[config.mk]
export PLATFORM = sky130hd
export DESIGN_NAME = psr_cc_unit
export DESIGN_NICKNAME = d
export VERILOG_FILES = /design/src/rtl/sparc_pkg.sv /design/src/rtl/branch_cond_eval.sv /design/src/rtl/psr_cc_unit.sv
export SDC_FILE = /design/constraint.sdc
export NUM_CORES = 1
export LEC_CHECK = 0
export ABC_CLOCK_PERIOD_IN_PS = 2100
export CELL_PAD_IN_SITES_DETAIL_PLACEMENT = 0
export CELL_PAD_IN_SITES_GLOBAL_PLACEMENT = 1
export CORE_MARGIN = 4
export CORE_UTILIZATION = 24
export DETAILED_ROUTE_END_ITERATION = 10
export MAX_ROUTING_LAYER = met4
export PLACE_DENSITY_LB_ADDON = 0.1
export SLEW_MARGIN = 0
export SYNTH_ARGS = -nofsm -noshare
export SYNTH_HDL_FRONTEND = slang
export SYNTH_SLANG_ARGS = --single-unit
[constraint.sdc]
create_clock -name clk -period 2.1 [get_ports clk]
set_input_delay 0.42 -clock clk [delete_from_list [all_inputs] [get_ports clk]]
set_output_delay 0.42 -clock clk [all_outputs]
set_load 0.02 [all_outputs]
[src/rtl/sparc_pkg.sv]
// Shared SPARC definitions: Bicc condition codes, PSR bit positions and the icc flag struct.
package sparc_pkg;

  localparam logic [3:0] COND_BN   = 4'h0;
  localparam logic [3:0] COND_BE   = 4'h1;
  localparam logic [3:0] COND_BLE  = 4'h2;
  localparam logic [3:0] COND_BL   = 4'h3;
  localparam logic [3:0] COND_BLEU = 4'h4;
  localparam logic [3:0] COND_BCS  = 4'h5;
  localparam logic [3:0] COND_BNEG = 4'h6;
  localparam logic [3:0] COND_BVS  = 4'h7;
  localparam logic [3:0] COND_BA   = 4'h8;
  localparam logic [3:0] COND_BNE  = 4'h9;
  localparam logic [3:0] COND_BG   = 4'hA;
  localparam logic [3:0] COND_BGE  = 4'hB;
  localparam logic [3:0] COND_BGU  = 4'hC;
  localparam logic [3:0] COND_BCC  = 4'hD;
  localparam logic [3:0] COND_BPOS = 4'hE;
  localparam logic [3:0] COND_BVC  = 4'hF;

  localparam int PSR_ICC_LSB = 20;
  localparam int PSR_PIL_LSB = 8;
  localparam int PSR_S_BIT   = 7;
  localparam int PSR_PS_BIT  = 6;
  localparam int PSR_ET_BIT  = 5;

  // Field order matches PSR[23:20] so a 4-bit slice casts straight into it.
  typedef struct packed {
    logic n;
    logic z;
    logic v;
    logic c;
  } icc_t;

endpackage

[src/rtl/branch_cond_eval.sv]
// Combinational Bicc evaluator: conditions 9..F are the complements of 1..7.
module branch_cond_eval
  import sparc_pkg::*;
(
  input  logic [3:0] cond,
  input  icc_t       icc,
  output logic       taken
);

  logic base;

  always_comb begin
    base = 1'b0;
    case (cond[2:0])
      3'd0: base = 1'b0;
      3'd1: base = icc.z;
      3'd2: base = icc.z | (icc.n ^ icc.v);
      3'd3: base = icc.n ^ icc.v;
      3'd4: base = icc.c | icc.z;
      3'd5: base = icc.c;
      3'd6: base = icc.n;
      3'd7: base = icc.v;
      default: base = 1'b0;
    endcase
  end

  assign taken = base ^ cond[3];

endmodule

[src/rtl/psr_cc_unit.sv]
// SPARC PSR stage: icc latch, branch evaluation, window rotation and trap state.
// Optional macro PSR_BYPASS_EN forwards live ALU flags to branch_taken/carry_out.
module psr_cc_unit
  import sparc_pkg::*;
#(
  parameter int         NWINDOWS = 8,
  parameter logic [3:0] IMPL     = 4'h0,
  parameter logic [3:0] VER      = 4'h0
) (
  input  logic                clk,
  input  logic                reset,
  input  logic                icc_we,
  input  logic                alu_n,
  input  logic                alu_z,
  input  logic                alu_c,
  input  logic                alu_v,
  output logic                carry_out,
  input  logic [3:0]          cond,
  output logic                branch_taken,
  input  logic                save,
  input  logic                restore,
  input  logic [NWINDOWS-1:0] wim,
  input  logic                wr_psr,
  input  logic [31:0]         wr_data,
  input  logic                trap_enter,
  input  logic                rett,
  output logic [31:0]         psr,
  output logic                win_overflow,
  output logic                win_underflow,
  output logic                illegal_wr,
  output logic                error_mode
);

  icc_t       icc;
  icc_t       alu_icc;
  icc_t       eval_icc;
  logic [3:0] pil;
  logic       s;
  logic       ps;
  logic       et;
  logic [4:0] cwp;

  logic [4:0]          cwp_dec;
  logic [4:0]          cwp_inc;
  logic [NWINDOWS-1:0] wim_dec_sh;
  logic [NWINDOWS-1:0] wim_inc_sh;
  logic                wr_cwp_ok;

  assign alu_icc = '{n: alu_n, z: alu_z, v: alu_v, c: alu_c};

  assign cwp_dec    = (cwp == 5'd0) ? 5'(NWINDOWS - 1) : cwp - 5'd1;
  assign cwp_inc    = (cwp == 5'(NWINDOWS - 1)) ? 5'd0 : cwp + 5'd1;
  // Shift rather than index so the select width never depends on NWINDOWS.
  assign wim_dec_sh = wim >> cwp_dec;
  assign wim_inc_sh = wim >> cwp_inc;
  assign wr_cwp_ok  = {27'd0, wr_data[4:0]} < 32'(NWINDOWS);

`ifdef PSR_BYPASS_EN
  assign eval_icc = icc_we ? alu_icc : icc;
`else
  assign eval_icc = icc;
`endif

  assign carry_out = eval_icc.c;

  branch_cond_eval u_branch_cond_eval (
    .cond  (cond),
    .icc   (eval_icc),
    .taken (branch_taken)
  );

  assign psr = {IMPL, VER, icc, 8'd0, pil, s, ps, et, cwp};

  always_ff @(posedge clk) begin
    if (reset) begin
      icc           <= '0;
      pil           <= 4'd0;
      s             <= 1'b1;
      ps            <= 1'b0;
      et            <= 1'b0;
      cwp           <= 5'd0;
      win_overflow  <= 1'b0;
      win_underflow <= 1'b0;
      illegal_wr    <= 1'b0;
      error_mode    <= 1'b0;
    end else begin
      win_overflow  <= 1'b0;
      win_underflow <= 1'b0;
      illegal_wr    <= 1'b0;

      // A WRPSR that wins arbitration owns the icc this cycle, legal or not.
      if (icc_we && !(wr_psr && !trap_enter && !rett))
        icc <= alu_icc;

      if (trap_enter) begin
        if (et) begin
          cwp <= cwp_dec;
          ps  <= s;
          s   <= 1'b1;
          et  <= 1'b0;
        end else begin
          error_mode <= 1'b1;
        end
      end else if (rett) begin
        cwp <= cwp_inc;
        s   <= ps;
        et  <= 1'b1;
      end else if (wr_psr) begin
        if (wr_cwp_ok) begin
          icc <= icc_t'(wr_data[PSR_ICC_LSB +: 4]);
          pil <= wr_data[PSR_PIL_LSB +: 4];
          s   <= wr_data[PSR_S_BIT];
          ps  <= wr_data[PSR_PS_BIT];
          et  <= wr_data[PSR_ET_BIT];
          cwp <= wr_data[4:0];
        end else begin
          illegal_wr <= 1'b1;
        end
      end else if (save && !restore) begin
        if (wim_dec_sh[0]) win_overflow <= 1'b1;
        else               cwp <= cwp_dec;
      end else if (restore && !save) begin
        if (wim_inc_sh[0]) win_underflow <= 1'b1;
        else               cwp <= cwp_inc;
      end
    end
  end

endmodule

---- Word level (Yosys, flattened, before mapping) ----
Index checks and enable logic that the tools add are counted.
word-level totals
  word-level logic and storage cells ...... 103
  flip-flop bits (word level) ............. 20
operators by class
  $lt $le $gt $ge ......................... 1
  mux-type cells .......................... 33
  bitwise operators ....................... 10
  shift-type cells ........................ 2
  reduce and logical (&&, ||, !) cells .... 29
  equal/unequal tests ..................... 13
  $add $sub $neg .......................... 2
operator list
  cell                                                                           number
  5-bit two-way mux                                                              11
  4-bit two-way mux                                                              5
  1-bit two-way mux                                                              16
  8-bit by 5-bit >> shifter with 1-bit output                                    2
  3-bit equality test (second input constant)                                    4
  1-bit case mux with 8 select lines                                             1
  4-bit AND reduction                                                            2
  2-bit nonzero test                                                             4
  3-bit by 2-bit equality test with 1-bit output (second input constant)         2
  1-bit NOT                                                                      6
  3-bit nonzero test                                                             2
  6-bit OR reduction                                                             1
  5-bit by 1-bit adder with 5-bit output (second input constant)                 1
  5-bit by 3-bit equality test with 1-bit output (second input constant)         1
  1-bit logical AND                                                              5
  1-bit logical NOT                                                              5
  5-bit logical NOT                                                              1
  5-bit by 4-bit less-than comparator with 1-bit output (second input constant)  1
  5-bit by 4-bit inequality test with 1-bit output (second input constant)       1
  5-bit inequality test (second input constant)                                  1
  5-bit AND reduction                                                            1
  5-bit nonzero test                                                             1
  5-bit OR reduction                                                             1
  5-bit by 1-bit subtractor with 5-bit output (second input constant)            1
  11 further kinds                                                               14

---- Logic depth before layout (Yosys ltp) ----
Gate-level depths: netlist (run 1).
  word-level depth ........................ 10
  depth in mapped cells ................... 9

---- By module ----
From an unflattened synthesis (run 1), not the netlist that was laid out.
unflattened totals
  cells, all modules ...................... 209
  area total of the unflattened synthesis .. 1639.1 um^2
modules (own cells, without submodules)
  module            times used  area each (um^2)  cells an instance  seq. area each (um^2)
  psr_cc_unit       1           1567.8            198                400.4
  branch_cond_eval  1           71.3              11                 0.0

---- Worst setup path before layout (run 1) ----
Ideal clock, no wire load.
  path type ............................... flip-flop to flip-flop
  start ................................... register cwp[1]
  end ..................................... register cwp[1]
  arrival ................................. 2328 ps
  clock period less this slack ............ 2449 ps
  cell stages (with the launch flop) ...... 8
  path slack .............................. -349 ps
  required time ........................... 1979 ps
  library setup time ...................... 121 ps
  buffers on the path ..................... 1
  cells stage by stage .................... dfxtp_1 ha_1 buf_2 a21oi_1 mux2_4 or4b_4 o211ai_4 mux2_4
on the way
  cells in the longest elaborated chain, start to end .. 8
ends and longest elaborated chain
  item                                                                            RTL line            source
  start, declared                                                                 psr_cc_unit.sv:41   logic [4:0] cwp;
  start signal, assigned                                                          psr_cc_unit.sv:97   cwp <= cwp_dec;
  start signal, assigned                                                          psr_cc_unit.sv:105  cwp <= cwp_inc;
  start signal, assigned                                                          psr_cc_unit.sv:115  cwp <= wr_data[4:0];
  branches (longest 8 deep; another with 5-bit by 1-bit adder with 5-bit output)  -
Parallel ways; which one is timed is not known. The select of a mux whose other input is x is not followed.
A chain may end at the register's enable or synchronous reset.

---- Worst setup path in the final report (run 1) ----
  start ................................... register cwp[0]
  end ..................................... register cwp[1]
The elaborated chain is that of the path after synthesis.

==> results of run 1 <==
[placed cells by master (no fill, tap or decap), types with 4 or more instances in the layout]
cell and n:
buf_4 45, clkdlybuf4s50_1 56, nor3_1 7, nand2b_1 9, conb_1 16, nand3_1 8
a311oi_1 4, a21oi_1 14, o21ai_0 4, nor2b_1 4, mux2_4 4, mux2i_1 5
inv_1 7, dfxtp_1 18, o22ai_1 4, nor2_1 18, nand2_1 19
[cell type report]
class / instances / area [um^2] / share of cell area, %
sequential: 20 / 408 / 15.0
inverter: 8 / 32.5 / 1.20
clock buffer: 3 / 41.3 / 1.52
clock inverter: 1 / 30.0 / 1.11
timing repair buffer: 109 / 991 / 36.5
tap: 77 / 96.3 / 3.55
multi-input combinational: 158 / 1110 / 41.0
[power groups by stage]
stage / combinational, mW / clock (mW) / sequential, mW
2_1_floorplan: 0.385 / 0 / 0.457
3_3_place_gp: 0.677 / 0 / 0.435
3_5_place_dp: 0.672 / 0 / 0.434
4_1_cts: 0.709 / 0.405 / 0.429
5_1_grt: 0.776 / 0.418 / 0.433
6_report: 0.714 / 0.388 / 0.430
[worst max-delay path by stage]
| stage | start | to | slack, ns | cells after the start |
|---|---|---|---|---|
| floorplan | cwp[0] | cwp[1] | -0.15 | 9 |
| global placement | cond[2] | branch_taken | -0.60 | 6 |
| detailed placement | cond[2] | branch_taken | -0.64 | 6 |
| CTS | cwp[0] | cwp[1] | -0.20 | 9 |
| global route | cwp[0] | cwp[2] | -0.27 | 9 |
| finish | cwp[0] | cwp[1] | -0.18 | 9 |
[per-layer routing]
metal	GRT usage, %	up-vias
met5	-	-
met4	2.17	0
met3	2.83	4
met2	20.3	46
met1	16.8	782
li1	-	884
[state kept, by name, summed over array words and instances, names as in the netlist]
| signal | cells |
|---|---|
| error_mode | 1 |
| et | 1 |
| win_underflow | 1 |
| ps | 1 |
| cwp | 5 |
| s | 1 |
| illegal_wr | 1 |
| win_overflow | 1 |
| psr | 3 |
| pil | 4 |
| carry_out | 1 |
[critical path, cell delays in order, from the launching register on]
cell and delay [ns]:
dfxtp_4 0.38, buf_6 0.13, inv_4 0.04, ha_4 0.11, or4b_4 0.48, a22oi_2 0.19
o221ai_2 0.12, a21o_1 0.24, o211ai_4 0.15, mux2_4 0.33
[stage by stage]
stage | hold slack (ns) | cells | instance area, um^2 | TNS, ns
6_report | 0.455 | 376 | 2710 | -0.820
5_1_grt | 0.482 | 376 | 2710 | -1.31
4_1_cts | 0.461 | 373 | 2680 | -0.952
3_5_place_dp | 0.449 | 366 | 2540 | -3.20
3_3_place_gp | 0.443 | 366 | 2540 | -3.09
2_1_floorplan | 0.455 | 217 | 1720 | -0.435
[kinds of logic after synthesis]
group	count (synthesis)	synth area share, %
AOI/OAI and AO/OA	45	19.6
xor gates and xnor gates	5	2.68
adders and majority gates	2	1.53
buffers and inverters	39	14.8
DFF	20	24.5
muxes	13	12.7
other	1	0.229
and+or+nand+nor	77	24.0
[what timing repair did]
item                       CTS  global route
resized for setup           16             4
hold endpoints to repair     0             0
setup endpoints to repair    7             7
hold buffers                 0             0
buffers inserted             3             3
pin swaps                    7             4
==> summary.md, run 1 <==
| Metric | Value |
|---|---|
| Switching power share of the total | `31.2%` |
| Register-to-Register Path Depth | `9` |
| Worst Setup End Kind | `flip-flop` |
| Status | `complete, but fails checks` |
| Final period util | `109%` |
| Synth Cell Area | `0.00164 mm^2` |
| Setup crit start kind | `flip-flop` |
| Clock power frac | `between 20% and 30%` |
| Detail Placement HPWL | `between 4 and 5 mm` |
| Int Pwr | `approximately 1.1 mW` |
| Port Buffers | `just over 60` |
| Post-synth EDFFs | `0` |
| DR pass1 iterations | `5` |
| Min-Delay Path Class | `flip-flop to flip-flop` |
| CTS Buf Count | `3` |
| # DRC | `0` |
| VDD IR max | `0.000212 V` |
| Die Y | `around 90 um` |
| WL/cell | `13.6 um` |
| Failing checks | `setup timing` |
| Avg Inst Size Synth | `8.10 um^2` |
| Pre-CTS WS | `-0.636 ns` |
| Clk slew on worst S/H paths | `0.08 ns` |
| Cell accounting for the most synthesized area | `dfxtp_1` |
| Actual slew at the worst max-slew pin | `0.556 ns` |
| Hold Crit Endpoint | `pil[2]` |
| Leakage power | `1.11 nW` |
| Max Used Layer | `met4` |
| Pin count of the biggest net entering global routing | `17` |
| Clk_lat worst skew | `about 0.26 ns` |
| Clock Tree Root | `clkbuf_8` |
| Sequential Power Share | `around 28%` |
| Vias per cell | `4.56` |
| RSZ-0062 raised after global routing | `yes` |
| IO Count | `between 90 and 100` |
| FF-to-FF End | `cwp[1]` |
| Arrival time at the worst endpoint | `2.43 ns` |
| Num rows | `29` |
| CTS tree | `done` |
| Share of synthesized registers carrying an async set or reset | `0%` |
| Vias in the first global route | `1703` |
| Slew Limit Fails | `0` |
| Seq/Total Area, Yosys | `24.5%` |
| Synth top area share | `around 24%` |
| Ant. Diodes | `0` |
| Max Cap Viol | `0` |
| CP max FO | `5` |
| Fillers | `between 600 and 700` |
| Ys Warns | `0` |
| Setup Skew | `roughly 0.0035 ns` |
| FF+latch count, synth | `20` |
| Number of routed nets with antenna violations | `0` |
| PwrDens | `between 500 and 600 mW/mm^2` |
| Slew margin rel. | `a little over three fifths` |
| Core Region | `about 0.0065 mm^2` |
| Flop-to-flop setup slack | `-0.18 ns` |
| First-pass GRT wire length | `approximately 8.4 mm` |
| Count of clock tree sinks | `20` |
| WS Path Type | `flip-flop to flip-flop` |
| Top_reg_cell synth | `dfxtp_1` |
| Metal3 WL | `267 um` |
| Endpoints failing hold | `0` |
| WL met2 | `2.39 mm` |
| H-tree levels | `1` |
| Hold Crit Start | `pil[2]` |
| Wl on met1 | `approximately 2.4 mm` |
| GR Overflow Total | `0` |
| DR iter-0 viols | `45` |
| Initial antenna violation count | `0` |
| Critical Path RT | `2.25 ns` |
| Die width | `around 91 um` |
| Total Power | `around 1.5 mW` |
| Synth cell count leaders | `21 x buf_4, 20 x dfxtp_1, 19 x nand2_1` |
| Synth Instances | `a little over 200` |
| Routability cong. | `~0.74` |
| F_max | `~440 MHz` |
| Largest cells by area after synthesis | `dfxtp_1 24%, buf_4 9.6%, nand2_1 4.4%, a21oi_1 4.3%, nor2_1 4.1%` |
| RR Startpoint | `cwp[0]` |
| Routed WL | `between 5 and 6 mm` |
| CTS max path bufs | `2` |
| Hold path cells | `2` |
| Final WS setup | `-0.185 ns` |
| Period minus WS final | `roughly 2.3 ns` |
| Gate power share | `~47%` |
| Fraction of layout cells with a size suffix above 1 | `25.8%` |
| # nets final | `around 360` |
| Via count | `between 1500 and 2000` |
| Area grow syn2layout | `65.7%` |
| Cell variety after synth | `47` |
| Die area | `0.00820 mm^2` |
| Count leader, synth | `buf_4` |
| GRT Resource Usage Total | `between 10% and 20%` |
| P_sw | `about 0.48 mW` |
| Finish-stage setup viols | `5` |
| Final core occ | `between 40% and 50%` |
| Initial Util | `between 20% and 30%` |
Note: power is estimated with default switching activity, not from simulation.
==> inputs of run 2 (changes only) <==
ABC_AREA = 1   (was unset)
ABC_CLOCK_PERIOD_IN_PS = 2200   (was 2100)
CORE_UTILIZATION = 25   (was 24)
clock period = 2.2 ns   (was 2.1 ns; I/O delays follow)
==> run 2 against run 1 <==
  * The run now ends clean
  * Critical path depth fell by 3
  * Cell count grew 13%
  * Clock skew is essentially flat
  * Die area down 2.3%
  * Synthesized area grew 1.5%
  * Critical path type is now input pin to output port
  * Largest cell class unchanged
==> summary.md, run 2 <==
| Metric | Value |
|---|---|
| Status | `completed` |
| Final core occ | `between 30% and 40%` |
| Die area | `about 0.0080 mm^2` |
| Period minus WS final | `2.12 ns` |
| CTS max path bufs | `2` |
| Setup crit start kind | `input pin` |
| WL/cell | `around 12 um` |
| CTS tree | `done` |
| Worst Setup End Kind | `output port` |
| Num rows | `29` |
| Crit path max-delay cell type | `clkdlybuf4s50_1` |
| Die Y | `a little under 90 um` |
| Count of clock tree sinks | `20` |
| Finish-stage setup viols | `0` |
| Critical Path RT | `1.76 ns` |
| # nets final | `a little over 400` |
| DR pass1 iterations | `4` |
| Inst Count DP | `about 420` |
| Number of routed nets with antenna violations | `0` |
| Post-synth EDFFs | `0` |
| VDD IR max | `between 0.0002 and 0.0003 V` |
| Seq/Total Area, Yosys | `~24%` |
| Die width | `about 90 um` |
| Synth top area share | `approximately 24%` |
| Final cell count without fillers | `roughly 430` |
| Max Cap Viol | `0` |
| GR Overflow Total | `0` |
| Ant. Diodes | `0` |
| Min-Delay Path Class | `flip-flop to flip-flop` |
| Fillers | `slightly below 700` |
| Detail Placement HPWL | `roughly 4.4 mm` |
| Leakage power | `1.22 nW` |
| WS Path Type | `input pin to output port` |
| Arrival time at the worst endpoint | `around 1.7 ns` |
| Vias per cell | `4.33` |
| Multi-input logic area | `about 980 um^2` |
| Routability cong. | `0.767` |
| Largest Register | `cwp` |
| Cell variety after synth | `30` |
| F_max | `approximately 470 MHz` |
| Cts hold-fix bufs | `0` |
| Pin count of the biggest net entering global routing | `13` |
| H-tree levels | `1` |
| Port Buffers | `just over 60` |
| Ys Warns | `0` |
| Cell accounting for the most synthesized area | `dfxtp_1` |
| Synth Instances | `between 200 and 300` |
| Seq. cell area | `400 um^2` |
| Share of synthesized registers carrying an async set or reset | `0%` |
| Core Region | `0.00639 mm^2` |
| Largest register FFs | `5` |
| Clk slew on worst S/H paths | `0.07 ns` |
| Post-CTS setup buffer count | `0` |
| Fraction of layout cells with a size suffix above 1 | `10.3%` |
| Area grow syn2layout | `46.7%` |
| Slew Limit Fails | `0` |
| Clock Tree Root | `clkbuf_8` |
| Initial Util | `a little over a quarter` |
| Most frequent cells in the layout | `58 x clkdlybuf4s50_1, 55 x nand2_1, 43 x inv_1` |
| Initial antenna violation count | `0` |
| First-pass GRT wire length | `8.05 mm` |
| IO Count | `between 90 and 100` |
| RSZ-0062 raised after global routing | `no` |
| Setup Skew | `around 0.0037 ns` |
| Count leader, synth | `nand2_1` |
| Crit path cell chain | `clkdlybuf4s50_1 > nor2_1 > o41ai_2 > nand2_1 > xor2_1 > buf_4` |
| Top_reg_cell synth | `dfxtp_1` |
| Total Power | `1.34 mW` |
| CTS Buf Count | `3` |
| Synth cell count leaders | `55 x nand2_1, 43 x inv_1, 41 x nor2_1` |
| Commonest non-fill, non-tap cell in the layout | `clkdlybuf4s50_1` |
| Crit-path max cell delay | `around 0.50 ns` |
| Synth Cell Area | `approximately 0.0017 mm^2` |
| Clk_lat worst skew | `0.26 ns` |
| # DRC | `0` |
| FF+latch count, synth | `20` |
| Largest cells by area after synthesis | `dfxtp_1 24%, nand2_1 12%, inv_1 9.7%, nor2_1 9.3%, buf_4 9.0%` |
| Vias in the first global route | `approximately 1800` |
| Routed WL | `5.19 mm` |
| PwrDens | `548 mW/mm^2` |
| Avg Inst Size Synth | `5.98 um^2` |
| Flop-to-flop setup slack | `roughly 0.26 ns` |
| GRT Resource Usage Total | `between 10% and 20%` |
| Final period util | `roughly 97%` |
| Via count | `1842` |
| CP max FO | `3` |
| DR iter-0 viols | `65` |
| Endpoints failing hold | `0` |
## run 2: cell types whose count changed after synthesis, sizes merged, moves of 9 or more
cell,delta
inv,+41
nand2,+41
nor2,+25
nand3,+22
o21ai,+14
nand2b,-9
## run 2: layout make-up
class | instances | area share, %
Timing Repair Buffer | 73 | 28.9
Clock inverter | 1 | 1.23
Clock buffer | 3 | 1.69
Sequential cell | 20 | 16.4
Inverter | 49 | 7.55
Multi-Input combinational cell | 202 | 40.3
Tap cell | 77 | 3.95
## run 2: report_power, final
part / internal (mW) / switching [mW]
logic: 0.236 / 0.316
registers: 0.387 / 0.0286
clock network: 0.243 / 0.125
total: 0.866 / 0.470
## run 2: through the flow
step                      setup WS (ns)  setup TNS (ns)  instance area (um^2)  hold slack [ns]
final                            0.0752               0                  2440            0.498
after global routing            0.00205               0                  2440            0.524
after CTS                       0.00359               0                  2430            0.503
after detailed placement         -0.469          -0.469                  2360            0.486
after global placement           -0.427          -0.427                  2360            0.459
after floorplan                   0.258               0                  1720            0.464
## run 2: repair_timing
action	CTS	global route
resized for setup	5	5
pin swaps	0	2
endpoints found under the setup margin	1	1
## run 2: logic make-up (layout without fill, tap and decap cells)
family	after synthesis	after routing	share of synthesized area [%]
compound gates	37	37	12.7
xor+xnor	2	2	1.05
fa+ha+maj	2	2	1.51
buf+inv	71	126	20.6
flops	20	20	24.1
other cells	1	16	0.226
simple gates	145	145	39.8
## run 2: worst paths after layout
kind | end | cells past startpoint | startpoint
max reg2reg | cwp[1] | 12 | cwp[1]
min | error_mode | 2 | error_mode
min reg2reg | error_mode | 2 | error_mode
max | branch_taken | 6 | cond[0]
## run 2: routing by layer
layer	track usage (%)	vias to the layer above	share of wire, %
met4	2.17	0	0.54
met3	2.76	4	6.0
met1	17.4	795	48
met2	21.1	48	45
met5	-	-	0
li1	-	995	-
## run 2: critical path: cells and delay by family
family / cells / cell delay [ns]
xor gates and xnor gates: 1 / 0.15
and+or+nand+nor: 2 / 0.18
AOI/OAI and AO/OA: 1 / 0.27
buffers and inverters: 2 / 0.65
==> variant (settings of run 2) <==
Reset style: asynchronous (`reset`), changed in one clocked block.
--- a/src/rtl/psr_cc_unit.sv
+++ b/src/rtl/psr_cc_unit.sv
@@ -71,7 +71,7 @@
 
   assign psr = {IMPL, VER, icc, 8'd0, pil, s, ps, et, cwp};
 
-  always_ff @(posedge clk) begin
+  always_ff @(posedge clk or posedge reset) begin
     if (reset) begin
       icc           <= '0;
       pil           <= 4'd0;
Function: differs if reset is asserted again (counterexample within 4 cycles, from zero or initial values and one cycle with reset high); with reset held inactive, the same outputs for 10 cycles.
==> variant against run 2 <==
- worst hold slack lost 25 ps
- core utilization shrank 1.2 points
- first-iteration DRC count grew 22%
- critical path type unchanged
- sequential cell count is the same
- worst setup slack lost 27 ps
- area after synthesis grew 9.8%
- wire length shrank 1.1%
- design area grew 5.4%
- largest cell class unchanged
Power is not compared: it rests on default switching activity, and its combinational part moved more than twofold at a synthesized area within 25%.
==> variant: results (changes against run 2) <==
pre-CTS WS=-401 ps (was -469 ps); Area after DPL=2510 um2 (was 2360 um2); Internal=about 1.2 mW; register clock-pin slew on the reported worst setup and hold paths=70 ps (about the same); crit path max fanout=4 (was 3); Ant. Diodes=0 (unchanged); vias post-DR=1774 (was 1842); worst vdd ir=approximately 290 uV; routability congestion estimate from global placement=0.800 (was 0.767); share of layout cells above drive strength 1=15.3% (was 10.3%); Skew-Pair Late Insertion Delay=250 ps; CTS buffer count=3 (unchanged); pin count of the biggest net entering global routing=21 (was 13); total track usage=12.2% (was 13.2%); hpwl dp=4360 um (was 4380 um); worst hold path stage count=1 (was 2); worst r2r src=cwp[0]$_DFFE_PP0P_ (was cwp[1]$_SDFFE_PP0P_); # Post-CTS Setup Buffers=0 (unchanged); DR WL/cell=12.3 um (was 12.2 um); worst hold endpoint=error_mode$_DFFE_PP0P_ (was error_mode$_SDFFE_PP0P_); R2R Setup Slk=320 ps (was 260 ps); clk_skew=3.86 ps (was 3.71 ps); Post-synth ARST share=100% (was 0%); worst reg2reg path depth=11 (was 12); placed cell count=413 (was 421); Synth Flop Type=dfrtp_1 (was dfxtp_1); Netlist cell types=35 (was 30); hold_sp=error_mode$_DFFE_PP0P_ (was error_mode$_SDFFE_PP0P_); max FFs per register=5 (unchanged); status=finished clean (unchanged); Syn Inst Count=255 (was 278); worst path arrival time=1710 ps (was 1680 ps); DRT Pass-1 Iters=4 (unchanged); Pleak=around 1.2 nW; Top reg by flops=cwp (unchanged); reg2reg end=cwp[2]$_DFFE_PP0P_ (was cwp[1]$_SDFFE_PP0P_); Nets=380 (was 407); Seq/Total Area, Yosys=27.5% (was 24.1%); DR vias/cell=4.25 (was 4.33); Synth top cells by count=nand2_1, inv_1, nand3_1 (was nand2_1, inv_1, nor2_1); first-pass GRT wire length=8490 um (was 8050 um); DIE AREA=8730 um2 (was 8010 um2); 1st-iter DRT viols=79 (was 65); Fillers=752 (was 694); Synth area leaders=dfrtp_1, nand2_1, buf_4, nand3_1, inv_1 (was dfxtp_1, nand2_1, inv_1, nor2_1, buf_4); vias in the first global route=1734 (was 1762)
## variant: cell count changes after synthesis, moves of 4 or more
cell and change:
a31oi_1 +5, dfrtp_1 +19, dfxtp_1 -20, inv_1 -14, inv_2 -5, mux2_2 +4, nand2_1 +6, nand2_4 +4
nand3_1 -4, nor2_1 -20, o21ai_0 -10
## variant: metal layers
metal / wire [um] / vias up / track usage, %
li1: - / 928 / -
met1: 2460 / 797 / 17.1
met2: 2380 / 47 / 19.3
met3: 267 / 2 / 1.85
met4: 22 / 0 / 1.47
met5: 0 / - / -
## variant: per-stage QoR
| stage | util [%] | setup TNS [ps] | hold WS, ps | power (mW) |
|---|---|---|---|---|
| 2_1_floorplan | - | 0 | 403 | 1.67 |
| 3_3_place_gp | 36.1 | -417 | 454 | 2.19 |
| 3_5_place_dp | 36.1 | -401 | 465 | 2.18 |
| 4_1_cts | 36.8 | 0 | 484 | 2.47 |
| 5_1_grt | 37.0 | -19.5 | 512 | 2.66 |
| 6_report | 37.0 | 0 | 474 | 2.43 |
## variant: worst max-delay path by stage
| stage | startpoint | end | slack [ps] | cells after the start |
|---|---|---|---|---|
| detailed placement | cond[1] | branch_taken | -400 | 6 |
| global placement | cond[1] | branch_taken | -420 | 6 |
| finish | cond[1] | branch_taken | 50 | 6 |
| CTS | cond[1] | branch_taken | 40 | 6 |
| floorplan | psr[21]$_DFF_PP0_ | branch_taken | 430 | 4 |
| global route | cond[1] | branch_taken | -20 | 6 |
## variant: timing repair
item,in CTS,in global routing
endpoints found under the setup margin,1,1
gates resized for setup,4,6
hold endpoints to repair,0,0
gates cloned,0,0
## variant: cells by family after synthesis
logic type      Yosys count  share of synthesized area (%)
simple gates            137                           39.4
buf+inv                  57                           17.1
compound gates           32                           10.9
flops                    20                           27.5
mux                       4                           2.47
fa+ha+maj                 2                           1.37
xor+xnor                  2                          0.960
other cells               1                          0.206
## variant: cell type report
type | count | area (um2) | area share (%)
multi-input cells | 193 | 1070 | 41.8
repair buffers | 72 | 693 | 27.0
flip-flops and latches | 20 | 502 | 19.5
inverters | 32 | 125 | 4.87
well taps | 96 | 120 | 4.68
clock buffers | 4 | 55.1 | 2.14
## variant: power groups by stage
stage	combinational (mW)	sequential [mW]	clock [mW]
after floorplan	1.04	0.631	0
after global placement	1.61	0.579	0
after detailed placement	1.60	0.581	0
after CTS	1.60	0.574	0.294
after global routing	1.76	0.588	0.310
final	1.59	0.570	0.278
## variant: critical path: stages
cell             delay [ps]
clkdlybuf4s50_1         480
inv_1                    80
o41ai_2                 320
nand2_1                 100
xor2_1                  150
buf_4                   150
